$ cat src/rtl/uart_program_loader.sv
// UART-fed program loader: decodes an 8N1 byte stream carrying a framed session
// (sync, length, hi/lo byte pairs) and writes each word into program memory.
module uart_program_loader #(
  parameter int unsigned ADDR_WIDTH        = 8,
  parameter int unsigned INSTRUCTION_WIDTH = 4,
  parameter int unsigned DATA_WIDTH        = ADDR_WIDTH + INSTRUCTION_WIDTH,
  parameter int unsigned CLKS_PER_BIT      = 16,
  parameter logic [7:0]  SYNC_BYTE         = 8'hA5
) (
  input  logic                  clk,
  input  logic                  reset,
  input  logic                  rx,
  output logic                  program_write,
  output logic [ADDR_WIDTH-1:0] program_address,
  output logic [DATA_WIDTH-1:0] program_cmd,
  output logic                  loading,
  output logic                  load_done,
  output logic                  frame_error
);

  localparam int unsigned CNT_W   = $clog2(CLKS_PER_BIT);
  localparam int unsigned REM_W   = 9;
  localparam logic [CNT_W-1:0] HALF_LAST = CNT_W'(CLKS_PER_BIT / 2 - 1);
  localparam logic [CNT_W-1:0] BIT_LAST  = CNT_W'(CLKS_PER_BIT - 1);

  typedef enum logic [1:0] {RX_IDLE, RX_START, RX_DATA, RX_STOP} rx_state_t;
  typedef enum logic [1:0] {L_IDLE, L_LEN, L_HI, L_LO} ld_state_t;

  // ---------------- receiver ----------------
  logic             rx_meta, rx_sync;
  logic [1:0]       flush_q;
  logic             armed_q, armed_d;
  rx_state_t        rx_state_q, rx_state_d;
  logic [CNT_W-1:0] rx_cnt_q, rx_cnt_d;
  logic [2:0]       rx_bit_q, rx_bit_d;
  logic [7:0]       rx_shift_q, rx_shift_d;
  logic             byte_valid, byte_valid_d;
  logic             frame_error_d;

  // Line synchronizer plus a short flush so a line held low through reset is not taken as a start bit
  always_ff @(posedge clk or negedge reset) begin
    if (!reset) begin
      rx_meta <= 1'b1;
      rx_sync <= 1'b1;
      flush_q <= 2'b00;
    end else begin
      rx_meta <= rx;
      rx_sync <= rx_meta;
      flush_q <= {flush_q[0], 1'b1};
    end
  end

  always_ff @(posedge clk or negedge reset) begin
    if (!reset) begin
      rx_state_q  <= RX_IDLE;
      rx_cnt_q    <= '0;
      rx_bit_q    <= '0;
      rx_shift_q  <= '0;
      armed_q     <= 1'b0;
      byte_valid  <= 1'b0;
      frame_error <= 1'b0;
    end else begin
      rx_state_q  <= rx_state_d;
      rx_cnt_q    <= rx_cnt_d;
      rx_bit_q    <= rx_bit_d;
      rx_shift_q  <= rx_shift_d;
      armed_q     <= armed_d;
      byte_valid  <= byte_valid_d;
      frame_error <= frame_error_d;
    end
  end

  always_comb begin
    rx_state_d    = rx_state_q;
    rx_cnt_d      = rx_cnt_q;
    rx_bit_d      = rx_bit_q;
    rx_shift_d    = rx_shift_q;
    armed_d       = armed_q;
    byte_valid_d  = 1'b0;
    frame_error_d = 1'b0;
    if (flush_q[1] && rx_sync) armed_d = 1'b1;
    case (rx_state_q)
      RX_IDLE: begin
        rx_cnt_d = '0;
        if (armed_q && !rx_sync) rx_state_d = RX_START;
      end
      RX_START: begin
        if (rx_cnt_q == HALF_LAST) begin
          rx_cnt_d   = '0;
          rx_bit_d   = '0;
          rx_state_d = rx_sync ? RX_IDLE : RX_DATA;
        end else begin
          rx_cnt_d = rx_cnt_q + CNT_W'(1);
        end
      end
      RX_DATA: begin
        if (rx_cnt_q == BIT_LAST) begin
          rx_cnt_d   = '0;
          rx_shift_d = {rx_sync, rx_shift_q[7:1]};
          if (rx_bit_q == 3'd7) rx_state_d = RX_STOP;
          else                  rx_bit_d   = rx_bit_q + 3'd1;
        end else begin
          rx_cnt_d = rx_cnt_q + CNT_W'(1);
        end
      end
      RX_STOP: begin
        if (rx_cnt_q == BIT_LAST) begin
          rx_cnt_d   = '0;
          rx_state_d = RX_IDLE;
          if (rx_sync) begin
            byte_valid_d = 1'b1;
          end else begin
            // Bad stop bit: re-arm only after the line has returned high
            frame_error_d = 1'b1;
            armed_d       = 1'b0;
          end
        end else begin
          rx_cnt_d = rx_cnt_q + CNT_W'(1);
        end
      end
      default: rx_state_d = RX_IDLE;
    endcase
  end

  // ---------------- loader ----------------
  ld_state_t                    ld_state_q, ld_state_d;
  logic [REM_W-1:0]             rem_q, rem_d;
  logic [ADDR_WIDTH-1:0]        idx_q, idx_d;
  logic [INSTRUCTION_WIDTH-1:0] op_q, op_d;
  logic                         finish_q, finish_d;
  logic                         write_d, loading_d, done_d;
  logic [ADDR_WIDTH-1:0]        addr_d;
  logic [DATA_WIDTH-1:0]        cmd_d;

  always_ff @(posedge clk or negedge reset) begin
    if (!reset) begin
      ld_state_q      <= L_IDLE;
      rem_q           <= '0;
      idx_q           <= '0;
      op_q            <= '0;
      finish_q        <= 1'b0;
      program_write   <= 1'b0;
      program_address <= '0;
      program_cmd     <= '0;
      loading         <= 1'b0;
      load_done       <= 1'b0;
    end else begin
      ld_state_q      <= ld_state_d;
      rem_q           <= rem_d;
      idx_q           <= idx_d;
      op_q            <= op_d;
      finish_q        <= finish_d;
      program_write   <= write_d;
      program_address <= addr_d;
      program_cmd     <= cmd_d;
      loading         <= loading_d;
      load_done       <= done_d;
    end
  end

  always_comb begin
    ld_state_d = ld_state_q;
    rem_d      = rem_q;
    idx_d      = idx_q;
    op_d       = op_q;
    finish_d   = 1'b0;
    write_d    = 1'b0;
    addr_d     = program_address;
    cmd_d      = program_cmd;
    loading_d  = loading;
    done_d     = 1'b0;
    // Session end is reported one cycle after the final write
    if (finish_q) begin
      done_d    = 1'b1;
      loading_d = 1'b0;
    end
    if (frame_error && ld_state_q != L_IDLE) begin
      ld_state_d = L_IDLE;
      loading_d  = 1'b0;
    end else if (byte_valid) begin
      case (ld_state_q)
        L_IDLE: begin
          if (rx_shift_q == SYNC_BYTE) begin
            ld_state_d = L_LEN;
            loading_d  = 1'b1;
            idx_d      = '0;
          end
        end
        L_LEN: begin
          rem_d      = (rx_shift_q == 8'd0) ? REM_W'(256) : REM_W'(rx_shift_q);
          ld_state_d = L_HI;
        end
        L_HI: begin
          op_d       = rx_shift_q[INSTRUCTION_WIDTH-1:0];
          ld_state_d = L_LO;
        end
        L_LO: begin
          write_d = 1'b1;
          addr_d  = idx_q;
          cmd_d   = DATA_WIDTH'({op_q, rx_shift_q[ADDR_WIDTH-1:0]});
          idx_d   = idx_q + ADDR_WIDTH'(1);
          rem_d   = rem_q - REM_W'(1);
          if (rem_q == REM_W'(1)) begin
            ld_state_d = L_IDLE;
            finish_d   = 1'b1;
          end else begin
            ld_state_d = L_HI;
          end
        end
        default: ld_state_d = L_IDLE;
      endcase
    end
  end

endmodule

$ cat config.mk
export PLATFORM = sky130hd
export DESIGN_NAME = uart_program_loader
export DESIGN_NICKNAME = d
export VERILOG_FILES = /design/src/rtl/uart_program_loader.sv
export SDC_FILE = /design/constraint.sdc
export NUM_CORES = 1
export LEC_CHECK = 0
export ABC_AREA = 0
export CAP_MARGIN = 20
export CORE_MARGIN = 8
export CORE_UTILIZATION = 40
export CTS_CLUSTER_SIZE = 24
export DETAILED_ROUTE_END_ITERATION = 16
export PLACE_DENSITY = 0.57
export SLEW_MARGIN = 10
export SYNTH_ARGS = -nofsm -noshare
export SYNTH_HDL_FRONTEND = slang
export SYNTH_SLANG_ARGS = --single-unit
export TNS_END_PERCENT = 5
$ cat constraint.sdc
create_clock -name clk -period 2.25 [get_ports clk]
set_input_delay 0.45 -clock clk [delete_from_list [all_inputs] [get_ports clk]]
set_output_delay 0.45 -clock clk [all_outputs]
set_load 0.02 [all_outputs]
; ---- Word-level counts from Yosys, hierarchy flattened
; Index checks and enable logic that the tools add are counted.
[op_classes]
addsub = 4
muxes = 46
bitwise = 1
reduce_logical = 21
eq_ne = 19
[ops]
columns = cell, n
row1 = 1-bit two-way mux, 23
row2 = 2-bit two-way mux, 10
row3 = 9-bit one-hot mux with 2 select lines, 1
row4 = 2-bit one-hot mux with 4 select lines, 2
row5 = 8-bit one-hot mux with 2 select lines, 1
row6 = "2-bit inequality test, second input constant", 7
row7 = 4-bit one-hot mux with 3 select lines, 1
row8 = 2-bit nonzero test, 5
row9 = "9-bit by 1-bit equality test with 1-bit output, second input constant", 1
row10 = 3-bit two-way mux, 3
row11 = 9-bit two-way mux, 1
row12 = 3-bit AND reduction, 3
row13 = "9-bit by 1-bit subtractor with 9-bit output, second input constant", 1
row14 = "8-bit by 1-bit adder with 8-bit output, second input constant", 1
row15 = "2-bit equality test, second input constant", 4
row16 = "8-bit equality test, second input constant", 1
row17 = 8-bit logical NOT, 1
row18 = 4-bit two-way mux, 2
row19 = 8-bit two-way mux, 1
row20 = 4-bit AND reduction, 2
row21 = 3-bit one-hot mux with 2 select lines, 1
row22 = 5-bit AND reduction, 1
row23 = "4-bit by 1-bit adder with 4-bit output, second input constant", 1
row24 = "2-bit by 1-bit equality test with 1-bit output, second input constant", 2
row25 = other kinds (11), 15
[totals]
inputBits = 3
regBits = 71
output_inout_bits = 24
word_cells = 111

; ---- Longest topological paths before layout
[depth]
word_depth = 5
ltp_mapped = 6
ltp_nobuf = 5

; ---- Worst setup path after synthesis
; OpenSTA, ideal clock, no wires.
[synth_timing]
kind = register to register
startpoint = reg rx_cnt_q[0]
endpoint = reg rx_bit_q[0]
required_ns = 2.125
setup_ns = 0.125
path_slack_ns = 0.583
period_less_slack_ns = 1.667
path_stages_with_launch = 7
arrival_time_ns = 1.542
path_cell_list = dfrtp_1 > ha_1 > and3_1 > and3b_1 > buf_2 > nor2b_1 > mux2_2
[synth_between]
elab_chain_cells = 3
word_cells_on_any_way = 5
cone_classes = eq/ne: 4 / reduce/logical: 1
[synth_lines]
columns = element, line_no
row1 = "start, declared", 34  ; logic [CNT_W-1:0] rx_cnt_q, rx_cnt_d;
row2 = "start signal, assigned", 64  ; rx_cnt_q <= rx_cnt_d;
row3 = 4-bit equality test or 4-bit by 3-bit equality test with 1-bit output (tied branches), "97, 88"
row4 = 2-bit inequality test (no source line), n/a
row5 = 4-bit AND reduction (no source line) (*), n/a
row6 = "end signal, assigned", 65  ; rx_bit_q <= rx_bit_d;
row7 = "end, declared", 35  ; logic [2:0] rx_bit_q, rx_bit_d;
; Mark *: on every way between the ends. The rest lies on a longest branch, timed or not.
; A chain may end at the register's enable or synchronous reset.

; ---- Final worst setup path
[layout_timing]
startpoint = reg frame_error
endpoint = out frame_error
[layout_rtl]
columns = element, line_no
row1 = "start, declared", 18  ; output logic frame_error
row2 = "start signal, assigned", 69  ; frame_error <= frame_error_d;
; No word-level cell between the ends.

==> reports/results.tsv <==
stage	metric	value	unit
clock_tree	clk_pin_slew_worst_paths	0.08	ns
sta	worst_pin_slew	0.5161	ns
pwr	seqPwrFrac	0.503	
synth	syn_inst	306	
worst_setup_path	r2r_cells	4	
synth	netlist_area	3103	µm²
sta	fin_ws	0.3087	ns
die	io_pins	27	
detailed_routing	antenna_left	0	
worst_setup_path	crit_buf_inv	1	
synth	syn_nets	315	
synth	netlist_top_cells_area	dfrtp_1 56%, nand2_1 8.6%, mux2_2 4.7%	
pwr	cellLeakagePower	0.001767	µW
sta	hold_viol_final	0	
synth	yosys_warnings	0	
detailed_routing	num_vias	2288	
worst_setup_path	cp_top_family	buffers and inverters	
pwr	power.switching	724.9	µW
detailed_routing	via_per_inst	5.130	
clock_tree	clk_latency	0.35	ns
worst_setup_path	endpoint_kind	primary output	
worst_setup_path	crit_path_cell_trace	clkdlybuf4s50_1	
placed_design	postPlaceCellArea	3531	µm²
global_route	grt_max_degree	30	
pwr	power_frac_comb	0.092	
worst_setup_path	crit_type	flip-flop to primary output	
worst_setup_path	setup.worst_path.start_class	flip-flop	
die	start_util	0.4079	
finish	drive_gt1_frac	0.1279	
worst_setup_path	slowest_stage	clkdlybuf4s50_1	
detailed_routing	wl	6432	µm
synth	ys_types	47	
die	core_region_area	7607	µm²
synth	synth.top_cell.area_share	0.5565	
worst_setup_path	r2r-end	rx_shift_q[7]	
clock_tree	cts_tree	yes	
synth	synth_enable_flop_cells	0	
clock_tree	clockBufferDepth	2	
sta	fin_setup_tns	0	ns
worst_setup_path	required	1.80	ns
detailed_routing	routedWlPerCell	14.42	µm
die	fp-row-count	32	
finish	nets	348	
clock_tree	ctsResizeCount	0	
synth	ys_seq_area_frac	0.5734	
synth	synth.most_common_cell	nand2_1	
worst_setup_path	reg2reg_slack	0.46	ns
synth	yosysTopAreaCell	dfrtp_1	
finish	fin_area	3762	µm²
sta	rsz0062_at_grt	no	
finish	areaGrowthSynthToFinish	21.25	%
finish	fin_util	0.4946	
placed_design	hpwl	4555	µm
clock_tree	cts-root-buf	clkbuf_8	
worst_setup_path	arrival	1.49	ns
sta	finalMaxSlewViolations	0	
clock_tree	htreeDepth	3	
pwr	swShare	0.2494	
die	die_w	104.1	µm
finish	nFillCells	720	
placed_design	pre_cts_slack	0.4698	ns
sta	hold_slack	0.06563	ns
global_route	antenna_found_initial	0	
global_route	grt_pass1_wl	11320	µm
worst_setup_path	critPathMaxStageDelay	0.66	ns
sta	period_minus_slack	1.941	ns
pwr	powerDensity	772.4	nW/µm²
synth	synth_flop_cell	dfrtp_1	
job	drv_cap	0	
synth	yosys-top-cells-count	71 x nand2_1, 69 x dfrtp_1, 25 x nor2_1	
synth	ys_async_sr_fraction	1.000	
pwr	clkPwrFrac	0.405	
detailed_routing	drtIter0Drc	143	
placed_design	port_buffers	26	
hold_path	min_path_type	primary input to asynchronous set/reset pin	
outcome	status	complete, no violations	
pwr	intPower	2181	µW
sta	fmax	515.1	MHz
sta	min_period_over_period	0.8628	
clock_tree	cts_buffers	9	
detailed_routing	firstDrtPassIters	4	
clock_tree	holdBufCountCts	0	
clock_tree	cts_setup_buffers	0	
synth	synth-seq-cells	71	
die	dieArea	10830	µm²
worst_setup_path	crit_fanout	9	
global_route	overflow	0	
worst_setup_path	reg2reg_from	rx_cnt_q[0]	
global_route	gr-usage-all-layers	0.1276	
synth	syn_avg_cell_area	10.14	µm²
pwr	ir_worst_vdd	0.6132	mV
die	die_h	104.1	µm
placed_design	gp_congestion	0.8038	
global_route	first_global_vias	2309	
sta	relSlewSlack	0.6559	
finish	diodes	0	
detailed_routing	drc_errors	0	
sta	finClkSkew	0.009008	ns
sta	setup_violations	0	
clock_tree	cts.sinks	71	
-- cell families (layout without fill, tap and decap cells) --
| family | after synthesis | count (layout) | synth area share |
|---|---|---|---|
| and+or+nand+nor | 141 | 141 | 0.2089 |
| DFF | 71 | 71 | 0.5734 |
| AOI/OAI and AO/OA | 45 | 45 | 0.09356 |
| buffers and inverters | 20 | 58 | 0.02500 |
| muxes | 16 | 16 | 0.05686 |
| adders and majority gates | 6 | 6 | 0.02419 |
| xor gates and xnor gates | 6 | 6 | 0.01694 |
| other | 1 | 1 | 0.001209 |
-- per-stage QoR --
stage / power [µW] / std cells
6_report: 2906 / 446
3_5_place_dp: 1758 / 430
5_1_grt: 3044 / 446
3_3_place_gp: 1755 / 430
2_1_floorplan: 1671 / 306
4_1_cts: 2934 / 446
-- power by group through the flow --
stage	sequential, µW	combinational, µW	clock [µW]
floorplan	1420	253	0
global placement	1480	273	0
detailed placement	1490	271	0
CTS	1460	273	1200
global route	1480	315	1250
finish	1460	268	1180
-- cells in the final DEF (no fill, tap or decap), drive strengths merged, types with 3 or more instances in the layout --
| cell | count |
|---|---|
| nand3 | 11 |
| clkdlybuf4s50 | 25 |
| xnor2 | 4 |
| clkbuf | 12 |
| nand4 | 3 |
| a21oi | 8 |
| nor2b | 3 |
| nor3 | 10 |
| mux2 | 13 |
| a31oi | 3 |
| ha | 6 |
| nand3b | 3 |
| nand2 | 71 |
| inv | 7 |
| nor2 | 25 |
| o21ai | 13 |
| mux2i | 3 |
| a22o | 3 |
| o22ai | 3 |
| buf | 11 |
| dfrtp | 69 |
-- layout make-up --
type                    instances  area (µm²)  share of cell area
multi-input cells             215        1246              0.3312
flip-flops and latches         71        1779              0.4729
clock inverters                 4       76.32             0.02029
clock buffers                  12       155.1             0.04124
repair buffers                 36       355.3             0.09445
inverters                       6       22.52            0.005986
well taps                     102       127.6             0.03392
-- registers in the layout, indices dropped and copies added (netlist names), 2 cells and up, named ones only --
signal,cells
rx_shift_q,8
program_cmd,12
rem_q,9
op_q,4
rx_bit_q,3
rx_cnt_q,4
ld_state_q,2
flush_q,2
program_address,8
idx_q,8
-- how the worst max path moves through the flow --
stage	end	cells past startpoint	startpoint
after CTS	frame_error	1	frame_error
after detailed placement	idx_q[1]	3	rx_shift_q[1]
final	frame_error	1	frame_error
after global routing	frame_error	1	frame_error
after floorplan	rx_bit_q[0]	6	rx_cnt_q[0]
after global placement	idx_q[1]	3	rx_shift_q[1]
-- routing by layer --
metal  GRT usage  part of all wire
met1      0.1573              0.48
met2      0.2003              0.46
met3     0.03532             0.039
met4     0.06515             0.026
met5           0                 0
(Power assumes the default switching activity.)
